## config.mk

```make
export PLATFORM = sky130hd
export DESIGN_NAME = ula_sequenciador
export DESIGN_NICKNAME = d
export VERILOG_FILES = /design/src/rtl/ula_pkg.sv /design/src/rtl/ula_sequenciador_banco_registradores.sv /design/src/rtl/ula_sequenciador.sv
export SDC_FILE = /design/constraint.sdc
export NUM_CORES = 1
export LEC_CHECK = 0
export CORE_UTILIZATION = 50
export DETAILED_ROUTE_END_ITERATION = 10
export PLACE_DENSITY = 0.82
export SYNTH_ARGS = -nofsm -noshare
export SYNTH_HDL_FRONTEND = slang
export SYNTH_SLANG_ARGS = --single-unit
export TNS_END_PERCENT = 5
```

## constraint.sdc

```tcl
create_clock -name clk -period 1.6 [get_ports clk]
set_clock_uncertainty 0.1 [all_clocks]
set_input_delay 0.32 -clock clk [delete_from_list [all_inputs] [get_ports clk]]
set_output_delay 0.32 -clock clk [all_outputs]
set_load 0.01 [all_outputs]
```

## src/rtl/ula_pkg.sv

```systemverilog
`default_nettype none
// ============================================================================
// Module : ula_pkg
// Purpose: Shared constants for the ALU command sequencer. It holds the
//          3-bit opcode set, the 2-bit sequencer state encoding and the
//          default data width. The data width must match the `ula` ALU.
// Ports  : none (package)
// Rev    : 1.0 - initial release
// ============================================================================
package ula_pkg;

  // Default data width. The sequencer and the ALU must agree on it.
  localparam int LARGURA_PADRAO = 4;

  // Opcodes. Codes 000-101 are also the ALU selector values.
  localparam logic [2:0] OP_AND  = 3'b000;
  localparam logic [2:0] OP_OR   = 3'b001;
  localparam logic [2:0] OP_NOT  = 3'b010;
  localparam logic [2:0] OP_NAND = 3'b011;
  localparam logic [2:0] OP_ADD  = 3'b100;
  localparam logic [2:0] OP_SUB  = 3'b101;
  localparam logic [2:0] OP_LOAD = 3'b110;
  localparam logic [2:0] OP_READ = 3'b111;

  // Sequencer states
  localparam logic [1:0] OCIOSO   = 2'd0;
  localparam logic [1:0] EXECUTA  = 2'd1;
  localparam logic [1:0] RESPOSTA = 2'd2;

endpackage : ula_pkg
`default_nettype wire

```

## src/rtl/ula_sequenciador_banco_registradores.sv

```systemverilog
`default_nettype none
// ============================================================================
// Module : banco_registradores
// Purpose: A NUM_REGS x LARGURA register file. It has two asynchronous read
//          ports and one synchronous write port. The asynchronous active-low
//          reset clears every entry to 0.
// Ports  : clk, rst_n                 - clock, async active-low reset
//          rd_idx_a/b, rd_dado_a/b    - combinational read ports
//          wr_en, wr_idx, wr_dado     - write port, applied on rising edge
// Rev    : 1.0 - initial release
// ============================================================================
module banco_registradores #(
  parameter  int LARGURA  = 4,
  parameter  int NUM_REGS = 4,
  localparam int IDX      = $clog2(NUM_REGS)
) (
  input  logic               clk,
  input  logic               rst_n,
  input  logic [IDX-1:0]     rd_idx_a,
  input  logic [IDX-1:0]     rd_idx_b,
  output logic [LARGURA-1:0] rd_dado_a,
  output logic [LARGURA-1:0] rd_dado_b,
  input  logic               wr_en,
  input  logic [IDX-1:0]     wr_idx,
  input  logic [LARGURA-1:0] wr_dado
);

  logic [LARGURA-1:0] r_regs [NUM_REGS];

  for (genvar i = 0; i < NUM_REGS; i++) begin : g_reg
    always_ff @(posedge clk or negedge rst_n) begin
      if (!rst_n) begin
        r_regs[i] <= '0;
      end else if (wr_en && (wr_idx == IDX'(i))) begin
        r_regs[i] <= wr_dado;
      end
    end
  end

  assign rd_dado_a = r_regs[rd_idx_a];
  assign rd_dado_b = r_regs[rd_idx_b];

endmodule : banco_registradores
`default_nettype wire

```

## src/rtl/ula_sequenciador.sv

```systemverilog
`default_nettype none
// ============================================================================
// Module : ula_sequenciador
// Purpose: Command-side initiator for the combinational 4-bit ALU (`ula`).
//          It accepts one register-level command over cmd_valid/cmd_ready
//          and reads the operands from the register file. It drives the ALU
//          for one cycle, then writes the result back. The result is
//          returned over res_valid/res_ready. Only one command is in flight
//          at a time.
// Ports  : clk, rst_n                         - clock, async active-low reset
//          cmd_valid/ready, cmd_op, cmd_src_a,
//          cmd_src_b, cmd_dst, cmd_imm,
//          cmd_carry_in                       - command channel
//          ula_a, ula_b, ula_seletor,
//          ula_carry_in                       - registered ALU drive
//          ula_resultado, ula_carry_out       - ALU response
//          res_valid/ready, res_dado          - result channel
//          res_carry                          - current carry flag
// Config : ULA_SEQ_CARRY_CHAIN_EN - when defined, ADD takes its carry-in
//          from the carry flag instead of cmd_carry_in. This allows
//          multi-word addition.
// Rev    : 1.0 - initial release
// ============================================================================
module ula_sequenciador
  import ula_pkg::*;
#(
  parameter  int LARGURA  = LARGURA_PADRAO,
  parameter  int NUM_REGS = 4,
  localparam int IDX      = $clog2(NUM_REGS)
) (
  input  logic               clk,
  input  logic               rst_n,
  input  logic               cmd_valid,
  output logic               cmd_ready,
  input  logic [2:0]         cmd_op,
  input  logic [IDX-1:0]     cmd_src_a,
  input  logic [IDX-1:0]     cmd_src_b,
  input  logic [IDX-1:0]     cmd_dst,
  input  logic [LARGURA-1:0] cmd_imm,
  input  logic               cmd_carry_in,
  output logic [LARGURA-1:0] ula_a,
  output logic [LARGURA-1:0] ula_b,
  output logic [2:0]         ula_seletor,
  output logic               ula_carry_in,
  input  logic [LARGURA-1:0] ula_resultado,
  input  logic               ula_carry_out,
  output logic               res_valid,
  input  logic               res_ready,
  output logic [LARGURA-1:0] res_dado,
  output logic               res_carry
);

  logic [1:0]         r_estado;
  logic [1:0]         w_prox_estado;
  logic [2:0]         r_op;
  logic [IDX-1:0]     r_dst;
  logic [LARGURA-1:0] r_imm;
  logic               r_carry;
  logic               w_aceita;
  logic               w_cin;
  logic [LARGURA-1:0] w_rd_a;
  logic [LARGURA-1:0] w_rd_b;
  logic [LARGURA-1:0] w_res_novo;
  logic               w_wr_en;

  banco_registradores #(
    .LARGURA  (LARGURA),
    .NUM_REGS (NUM_REGS)
  ) u_banco (
    .clk       (clk),
    .rst_n     (rst_n),
    .rd_idx_a  (cmd_src_a),
    .rd_idx_b  (cmd_src_b),
    .rd_dado_a (w_rd_a),
    .rd_dado_b (w_rd_b),
    .wr_en     (w_wr_en),
    .wr_idx    (r_dst),
    .wr_dado   (w_res_novo)
  );

  // ---------------------------------------------------------------- FSM
  always_ff @(posedge clk or negedge rst_n) begin
    if (!rst_n) begin
      r_estado <= OCIOSO;
    end else begin
      r_estado <= w_prox_estado;
    end
  end

  always_comb begin
    w_prox_estado = r_estado;
    case (r_estado)
      OCIOSO:   if (cmd_valid) w_prox_estado = EXECUTA;
      EXECUTA:  w_prox_estado = RESPOSTA;
      RESPOSTA: if (res_ready) w_prox_estado = OCIOSO;
      default:  w_prox_estado = OCIOSO;
    endcase
  end

  always_comb begin
    cmd_ready = 1'b0;
    res_valid = 1'b0;
    case (r_estado)
      OCIOSO:   cmd_ready = 1'b1;
      RESPOSTA: res_valid = 1'b1;
      default: begin
        cmd_ready = 1'b0;
        res_valid = 1'b0;
      end
    endcase
  end

  // ----------------------------------------------------------- datapath
  assign w_aceita = (r_estado == OCIOSO) && cmd_valid;

`ifdef ULA_SEQ_CARRY_CHAIN_EN
  // Chained ADD: the carry of the previous ADD feeds the next one.
  assign w_cin = (cmd_op == OP_ADD) ? r_carry : cmd_carry_in;
`else
  assign w_cin = cmd_carry_in;
`endif

  // LOAD ignores the ALU. READ returns operand A, which was latched from
  // the register file when the command was accepted.
  always_comb begin
    case (r_op)
      OP_LOAD: w_res_novo = r_imm;
      OP_READ: w_res_novo = ula_a;
      default: w_res_novo = ula_resultado;
    endcase
  end

  assign w_wr_en = (r_estado == EXECUTA) && (r_op != OP_READ);

  // The operands are captured at acceptance. A destination that equals a
  // source therefore cannot disturb the value the ALU is working on.
  always_ff @(posedge clk or negedge rst_n) begin
    if (!rst_n) begin
      r_op         <= OP_AND;
      r_dst        <= '0;
      r_imm        <= '0;
      ula_a        <= '0;
      ula_b        <= '0;
      ula_seletor  <= 3'b000;
      ula_carry_in <= 1'b0;
      res_dado     <= '0;
      r_carry      <= 1'b0;
    end else begin
      if (w_aceita) begin
        r_op         <= cmd_op;
        r_dst        <= cmd_dst;
        r_imm        <= cmd_imm;
        ula_a        <= w_rd_a;
        ula_b        <= w_rd_b;
        ula_seletor  <= cmd_op;
        ula_carry_in <= w_cin;
      end
      if (r_estado == EXECUTA) begin
        res_dado <= w_res_novo;
        // Only ADD produces a carry. Every other op keeps the flag.
        if (r_op == OP_ADD) begin
          r_carry <= ula_carry_out;
        end
      end
    end
  end

  assign res_carry = r_carry;

endmodule : ula_sequenciador
`default_nettype wire
```

After elaboration in Yosys (flattened, before gate mapping)
Index checks and enable logic that the tools add are counted.
{ "word_totals": {"regBits": 41, "input_bits": 23, "out_inout_bits": 19} }
{ "classes": {"n_lt_le_gt_ge": 2, "eq_ne": 11, "mux": 12, "bitwise": 2, "reduce_logical": 10} }
{ "ops": {"columns": ["cell", "count"], "rows": [
  ["$bmux W4 S2", 2],
  ["$mux W4", 4],
  ["$eq A3 B3 Y1 const B", 3],
  ["$pmux W4 S2", 1],
  ["$eq A2 B2 Y1 const B", 3],
  ["$ge A3 B3 Y1 const B", 2],
  ["$logic_and A1 B1 Y1", 6],
  ["$not A2 Y3", 2],
  ["$pmux W2 S3", 1],
  ["$eq A2 B1 Y1 const B", 2],
  ["$logic_not A2 Y1", 2],
  ["$mux W2", 2],
  ["$ne A2 B2 Y1 const B", 2],
  ["$reduce_and A2 Y1", 2],
  ["$ne A3 B3 Y1 const B", 1],
  ["$mux W1", 2]
]} }

Longest topological paths before layout
Gate-level depths: netlist of the first run.
{ "depth": {"depth_word": 4, "mapped_depth": 5, "depth_no_buf": 3} }

Cells and area by module
Synthesis of the first run repeated with hierarchy kept, for this count alone.
{ "unflattened": {"cells_unflattened": 126, "hier_area_um2": 1909.3} }
{ "modules_own_cells": {"columns": ["mod", "n_inst", "cells_per_inst", "area_per_inst_um2", "seq_area_each_um2"], "rows": [
  ["ula_sequenciador", 1, 82, 1102.3, 625.6],
  ["banco_registradores", 1, 44, 807.0, 400.4]
]} }

Worst setup path after synthesis of the first run
OpenSTA, ideal clock, no wires.
{ "synth_timing": {"path_type": "register -> register", "start": "reg r_op[0]", "end": "reg u_banco.r_regs[0] in the netlist's numbering", "setup_time_ns": 0.125, "t_arrival_ns": 1.280, "t_required_ns": 1.375, "slack_ns": 0.095, "stages_incl_launch_ff": 5, "path_cell_list": "dfrtp_1 > buf_4 > nand3_2 > and4_4 > mux2_4"} }
{ "synth_via": {"elab_chain_len": 3} }
{ "synth_rtl": {"columns": ["element", "line_no", "rtl"], "rows": [
  ["from (decl)", "ula_sequenciador.sv:55", "logic [2:0] r_op;"],
  ["from (signal assigned)", "ula_sequenciador.sv:150", "r_op <= cmd_op;"],
  ["parallel branches: the longest is 3 deep, another holds $pmux W4 S2", null, null],
  ["to (signal, indexed assignment)", "ula_sequenciador_banco_registradores.sv:35", "r_regs[i] <= wr_dado;"],
  ["to (decl)", "ula_sequenciador_banco_registradores.sv:28", "logic [LARGURA-1:0] r_regs [NUM_REGS];"]
]} }
Several ways; the timed one is not identified.
A chain may end at the register's enable or synchronous reset.

Worst setup path in the final report of the first run
{ "layout_timing": {"start": "reg r_estado[0]", "end": "reg ula_a[3]"} }
{ "layout_via": {"elab_chain_len": 2} }
{ "layout_rtl": {"columns": ["element", "line_no", "rtl"], "rows": [
  ["from (decl)", "ula_sequenciador.sv:53", "logic [1:0] r_estado;"],
  ["from (signal assigned)", "ula_sequenciador.sv:86", "r_estado <= w_prox_estado;"],
  ["$logic_not A2 Y1", "ula_sequenciador.sv:114", "assign w_aceita = (r_estado == OCIOSO) && cmd_valid;"],
  ["$logic_and A1 B1 Y1", "ula_sequenciador.sv:114", null],
  ["to (signal assigned)", "ula_sequenciador.sv:153", "ula_a <= w_rd_a;"],
  ["to (decl)", "ula_sequenciador.sv:41", "output logic [LARGURA-1:0] ula_a,"]
]} }
No other way between the ends.

==> results of run 1 <==
## per-stage QoR
stage | instances | worst slack, ns | total power (µW) | util
after global routing | 228 | -0.0413 | 5330 | 0.694
final | 228 | 0.00423 | 5040 | 0.694
after global placement | 215 | -0.363 | 4340 | 0.665
after detailed placement | 215 | -0.411 | 4470 | 0.665
after floorplan | 121 | 0.0952 | 3460 | -
after CTS | 225 | -0.115 | 4990 | 0.684
## cell type report
cell class                      instances  area [µm²]
Clock buffer                            6        72.6
Clock inverter                          2        10.0
Fill cell                             287        1150
Inverter                                1        3.75
Multi-Input combinational cell         73         915
Sequential cell                        41        1030
Tap cell                               48        60.1
Timing Repair Buffer                   57         505
## routing by layer
metal	track usage	vias up	part of all wire
li1	-	571	-
met1	0.274	641	0.44
met2	0.354	25	0.51
met3	0.0625	9	0.033
met4	0.0788	0	0.021
met5	0	-	0
## state kept, by name (all words and copies together) (netlist names)
name and cells:
r_op 3, res_carry 1, r_estado 2, ula_carry_in 1, ula_b 4, u_banco.r_regs 16, r_dst 2, res_dado 4
ula_a 4, r_imm 4
## synthesized netlist by cell type (2+ instances only)
cell type	number
dfrtp_1	41
mux2_2	26
mux2_4	13
mux4_1	6
a21oi_1	4
a31oi_1	4
mux2i_1	4
buf_2	2
buf_6	2
mux4_2	2
nand3_2	2
nand4b_4	2
nor2_1	2
or2b_1	2
## logic make-up (layout without fill, tap and decap cells)
logic type / count (synthesis) / in the layout / share of synthesized area
AOI/OAI and AO/OA: 9 / 9 / 0.0250
buffers and inverters: 7 / 66 / 0.0319
DFF: 41 / 41 / 0.513
muxes: 51 / 51 / 0.365
and+or+nand+nor: 13 / 13 / 0.0650
## cells in the final DEF, fill, tap and decap left out, types with 2 or more instances in the layout
cell type / synthesis / routed
mux2i_1: 4 / 4
dfrtp_2: 0 / 3
clkbuf_8: 0 / 5
mux2_2: 26 / 25
a31oi_1: 4 / 4
mux4_1: 6 / 6
dfrtp_1: 41 / 38
nand3_2: 2 / 2
clkdlybuf4s50_1: 0 / 19
nor2_1: 2 / 2
nand4b_4: 2 / 2
mux2_4: 13 / 14
dlymetal6s2s_1: 0 / 2
dlygate4sd2_1: 0 / 17
a21oi_1: 4 / 4
mux4_2: 2 / 2
or2b_1: 2 / 2
buf_4: 1 / 14
clkinv_2: 0 / 2
buf_2: 2 / 3
## where the power goes
part | total [µW] | leakage (µW) | switching, µW | internal [µW]
Clock | 650 | 0.0000450 | 348 | 302
Sequential | 2010 | 0.000480 | 430 | 1580
Combinational | 2380 | 0.000666 | 919 | 1460
Total | 5040 | 0.00119 | 1700 | 3340
## what timing repair did
action	CTS	global route
endpoints found under the setup margin	44	25
endpoints found under the hold margin	3	0
pin swaps	0	1
setup buffers	1	3
gates resized for setup	28	4
hold buffers	1	0
## final timing paths
path / from / endpoint / slack, ns / depth (start not counted)
max: r_estado[0] / ula_a[3] / 0.004 / 4
min: ula_b[3] / ula_b[3] / 0.41 / 1
max reg2reg: r_estado[0] / ula_a[3] / 0.004 / 4
min reg2reg: ula_b[3] / ula_b[3] / 0.41 / 1
max in group asynchronous: rst_n / r_op[0] / 0.51 / 3
min in group asynchronous: rst_n / res_dado[2] / 0.51 / 3
## worst max-delay path, stage by stage (launching register included)
cell and delay (ns):
dfrtp_1 0.39, buf_4 0.14, nor2_2 0.12, and2_4 0.35, mux2_2 0.38
==> flow_metrics.env, run 1 <==
export IMPL_ir_drop_mv=1.14
export IMPL_grt_max_degree=42
export IMPL_yosys_area_top_type="dfrtp_1"
export IMPL_grt_antenna_before_repair=0
export IMPL_clk_pin_slew_ns=0.08
export IMPL_nets=202
export IMPL_synthFlopType="dfrtp_1"
export IMPL_yosysTopAreaCellShare=0.513
export IMPL_grt_pass1_wl_mm=6.69
export IMPL_clk_path_buf_depth=2
export IMPL_synth_seq_cells=41
export IMPL_timing_hold_ws_ns=0.409
export IMPL_yosysUniqueCellTypes=23
export IMPL_grt_pass1_vias=1342
export IMPL_pin_count=42
export IMPL_wl_per_cell_um=17.9
export IMPL_n_antenna_cell=0
export IMPL_critPathLaunchType="register"
export IMPL_drv_cap=0
export IMPL_wirelength_mm=4.08
export IMPL_ys_warn_count=0
export IMPL_p_leak_uw=0.00119
export IMPL_viasPerCell=5.46
export IMPL_postRouteAntennaNets=0
export IMPL_drive_above_1_share=0.428
export IMPL_min_path_type="reg -> reg"
export IMPL_synthCells=121
export IMPL_cp_arrival_ns=1.68
export IMPL_rows=22
export IMPL_cts_buffers=5
export IMPL_async_flop_share=1.00
export IMPL_path_class="reg -> reg"
export IMPL_port_buffers=41
export IMPL_route_detailed_drc=0
export IMPL_chipWidth_um=65.3
export IMPL_end_kind="register"
export IMPL_min_period_ns=1.60
export IMPL_crit_fanout=19
export IMPL_root_buffer="clkbuf_8"
export IMPL_finalHoldViolCount=0
export IMPL_relSlewSlack=0.661
export IMPL_dp_hpwl_mm=2.93
export IMPL_start_util=0.534
export IMPL_placedInstanceArea_um2=2490
export IMPL_clk_latency_ns=0.29
export IMPL_area_delta_synth_final_pct=29.8
export IMPL_gp_congestion=0.780
export IMPL_outcome="finished clean"
export IMPL_die_h_um=65.3
export IMPL_synth_seq_area_share=0.513
export IMPL_core_area_um2=3740
export IMPL_fin_area_um2=2600
export IMPL_grt_util_all_layers=0.217
export IMPL_drt_iter0_drc=55
export IMPL_h_tree_depth=2
export IMPL_synth_edf_count=0
export IMPL_fp_dieArea_um2=4260
export IMPL_post_route_period_util=0.997
export IMPL_setup_viol=0
export IMPL_synth_area_top_cells="dfrtp_1 (51%), mux2_2 (15%), mux2_4 (9.8%), mux4_1 (7.9%), nand4b_4 (2.4%)"
export IMPL_worstPathRequired_ns=1.68
export IMPL_tightest_slew_ns=0.508
export IMPL_synthesis_nets=144
export IMPL_setup_tns_ns=0
export IMPL_syn_area_um2=2000
export IMPL_clock_sinks=41
export IMPL_rsz0062_at_grt="yes"
export IMPL_avgSynthCellArea_um2=16.5
export IMPL_fmax_mhz=627
export IMPL_p_per_area_nw_per_um2=1940
export IMPL_grt_overflow=0
export IMPL_vias=1246
export IMPL_drt_pass1_iter_count=4
export IMPL_cts_tree="built"
export IMPL_slew_violations=0
Note: power is estimated with default switching activity, not from simulation.
==> inputs of run 2 (changes only) <==
--- a/config.mk
+++ b/config.mk
@@ -5,9 +5,11 @@
 export SDC_FILE = /design/constraint.sdc
 export NUM_CORES = 1
 export LEC_CHECK = 0
+export CAP_MARGIN = 20
 export CORE_UTILIZATION = 50
 export DETAILED_ROUTE_END_ITERATION = 10
 export PLACE_DENSITY = 0.82
+export REMOVE_ABC_BUFFERS = 1
 export SYNTH_ARGS = -nofsm -noshare
 export SYNTH_HDL_FRONTEND = slang
 export SYNTH_SLANG_ARGS = --single-unit
==> flow_metrics.env, run 2 (synthesis gave the netlist of run 1 again) <==
export IMPL_largest_register_ffs=16
export IMPL_slew_violations=0
export IMPL_violations="setup timing"
export IMPL_p_leak_uw=0.00120
export IMPL_rsz0062_at_grt="yes"
export IMPL_drt_iter0_drc=48
export IMPL_clk_latency_ns=0.29
export IMPL_min_period_ns=1.60
export IMPL_pin_count=42
export IMPL_drive_above_1_share=0.420
export IMPL_gp_congestion=0.807
export IMPL_tightest_slew_ns=0.455
export IMPL_critPathLaunchType="register"
export IMPL_grt_antenna_before_repair=0
export IMPL_layout_setup_ws_ns=-0.00177
export IMPL_clk_path_buf_depth=2
export IMPL_post_route_period_util=1.00
export IMPL_setup_viol=1
export IMPL_placedInstanceArea_um2=2520
export IMPL_h_tree_depth=2
export IMPL_end_kind="register"
export IMPL_n_antenna_cell=0
export IMPL_fp_dieArea_um2=4260
export IMPL_relSlewSlack=0.697
export IMPL_final_common_cell="dfrtp_1"
export IMPL_area_delta_synth_final_pct=31.5
export IMPL_clock_sinks=41
export IMPL_postRouteAntennaNets=0
export IMPL_crit_fanout=6
export IMPL_drt_pass1_iter_count=4
export IMPL_grt_max_degree=24
export IMPL_finalHoldViolCount=0
export IMPL_viasPerCell=5.50
export IMPL_grt_util_all_layers=0.222
export IMPL_grt_overflow=0
export IMPL_wl_per_cell_um=17.3
export IMPL_ir_drop_mv=1.02
export IMPL_worstPathRequired_ns=1.68
export IMPL_grt_pass1_vias=1377
export IMPL_root_buffer="clkbuf_8"
export IMPL_wirelength_mm=3.97
export IMPL_grt_pass1_wl_mm=6.75
export IMPL_p_per_area_nw_per_um2=1930
export IMPL_cts_buffers=5
export IMPL_cp_arrival_ns=1.68
export IMPL_path_class="reg -> reg"
export IMPL_route_detailed_drc=0
export IMPL_most_common_layout_cells="dfrtp_1 (40), mux2_2 (26), clkdlybuf4s50_1 (19)"
export IMPL_rows=22
export IMPL_drv_cap=0
export IMPL_die_h_um=65.3
export IMPL_fin_area_um2=2630
export IMPL_port_buffers=41
export IMPL_start_util=0.534
export IMPL_outcome="finished with violations"
export IMPL_clk_pin_slew_ns=0.07
export IMPL_top_register="u_banco.r_regs"
export IMPL_setup_tns_ns=-0.00177
export IMPL_cts_tree="built"
export IMPL_dp_hpwl_mm=2.89
export IMPL_fmax_mhz=624
export IMPL_min_path_type="reg -> reg"
export IMPL_core_area_um2=3740
export IMPL_chipWidth_um=65.3
export IMPL_nets=204
export IMPL_timing_hold_ws_ns=0.401
export IMPL_vias=1260
run 2: cell types whose count changed in the layout (fill, tap and decap cells not counted), sizes merged:
| cell | change |
|---|---|
| dlymetal6s2s | -1 |
| dlygate4sd2 | +1 |
| clkinv | -2 |
| buf | +2 |
| clkbuf | +1 |
run 2: repair_timing:
action	CTS	global route
setup buffers	3	1
hold endpoints to repair	18	0
pin swaps	0	1
gates resized for setup	29	3
hold buffers	1	0
setup endpoints to repair	31	27
run 2: final timing paths:
kind,from,endpoint,slack (ns),cells after the start
setup / recovery,r_estado[1],u_banco.r_regs[7],-0.002,6
hold / removal,res_carry,res_carry,0.40,1
setup reg to reg,r_estado[1],u_banco.r_regs[7],-0.002,6
hold reg to reg,res_carry,res_carry,0.40,1
max in group asynchronous,rst_n,u_banco.r_regs[10],0.51,3
min in group asynchronous,rst_n,res_dado[1],0.42,2
run 2: layer usage:
layer / global-route usage / part of all wire
met1: 0.277 / 0.44
met2: 0.353 / 0.50
met3: 0.0625 / 0.041
met4: 0.114 / 0.027
met5: 0 / 0
run 2: final cells by class:
| class | count | area [µm²] |
|---|---|---|
| Inverter | 1 | 3.75 |
| Fill cell | 257 | 1110 |
| Timing Repair Buffer | 59 | 537 |
| Clock buffer | 7 | 86.3 |
| Tap cell | 48 | 60.1 |
| Multi-Input combinational cell | 73 | 916 |
| Sequential cell | 41 | 1030 |
run 2: critical path: stages (launching register included):
cell and delay, ns:
dfrtp_1 0.39, buf_6 0.12, buf_6 0.11, nor2b_4 0.13
buf_6 0.16, nand4b_4 0.16, mux2_2 0.31
run 2: where the power goes:
group          total [µW]  switching, µW  leakage [µW]  internal, µW
logic                2450            951      0.000673          1500
clock network         670            328     0.0000443           342
registers            1960            384      0.000482          1570
run 2: per-stage QoR:
stage                util  setup slack [ns]  total power, µW  cells
floorplan               -           -0.0309             3340    115
global placement    0.672            -0.366             4360    217
detailed placement  0.672            -0.401             4490    217
CTS                 0.703           0.00104             5110    228
global route        0.703           -0.0452             5400    229
finish              0.703          -0.00177             5080    229
==> inputs of run 3 (changes only) <==
--- a/config.mk
+++ b/config.mk
@@ -5,7 +5,6 @@
 export SDC_FILE = /design/constraint.sdc
 export NUM_CORES = 1
 export LEC_CHECK = 0
-export CAP_MARGIN = 20
 export CORE_UTILIZATION = 50
 export DETAILED_ROUTE_END_ITERATION = 10
 export PLACE_DENSITY = 0.82
==> results of run 3 <==
Final layout, timing and power as in run 2 (identical DEF).
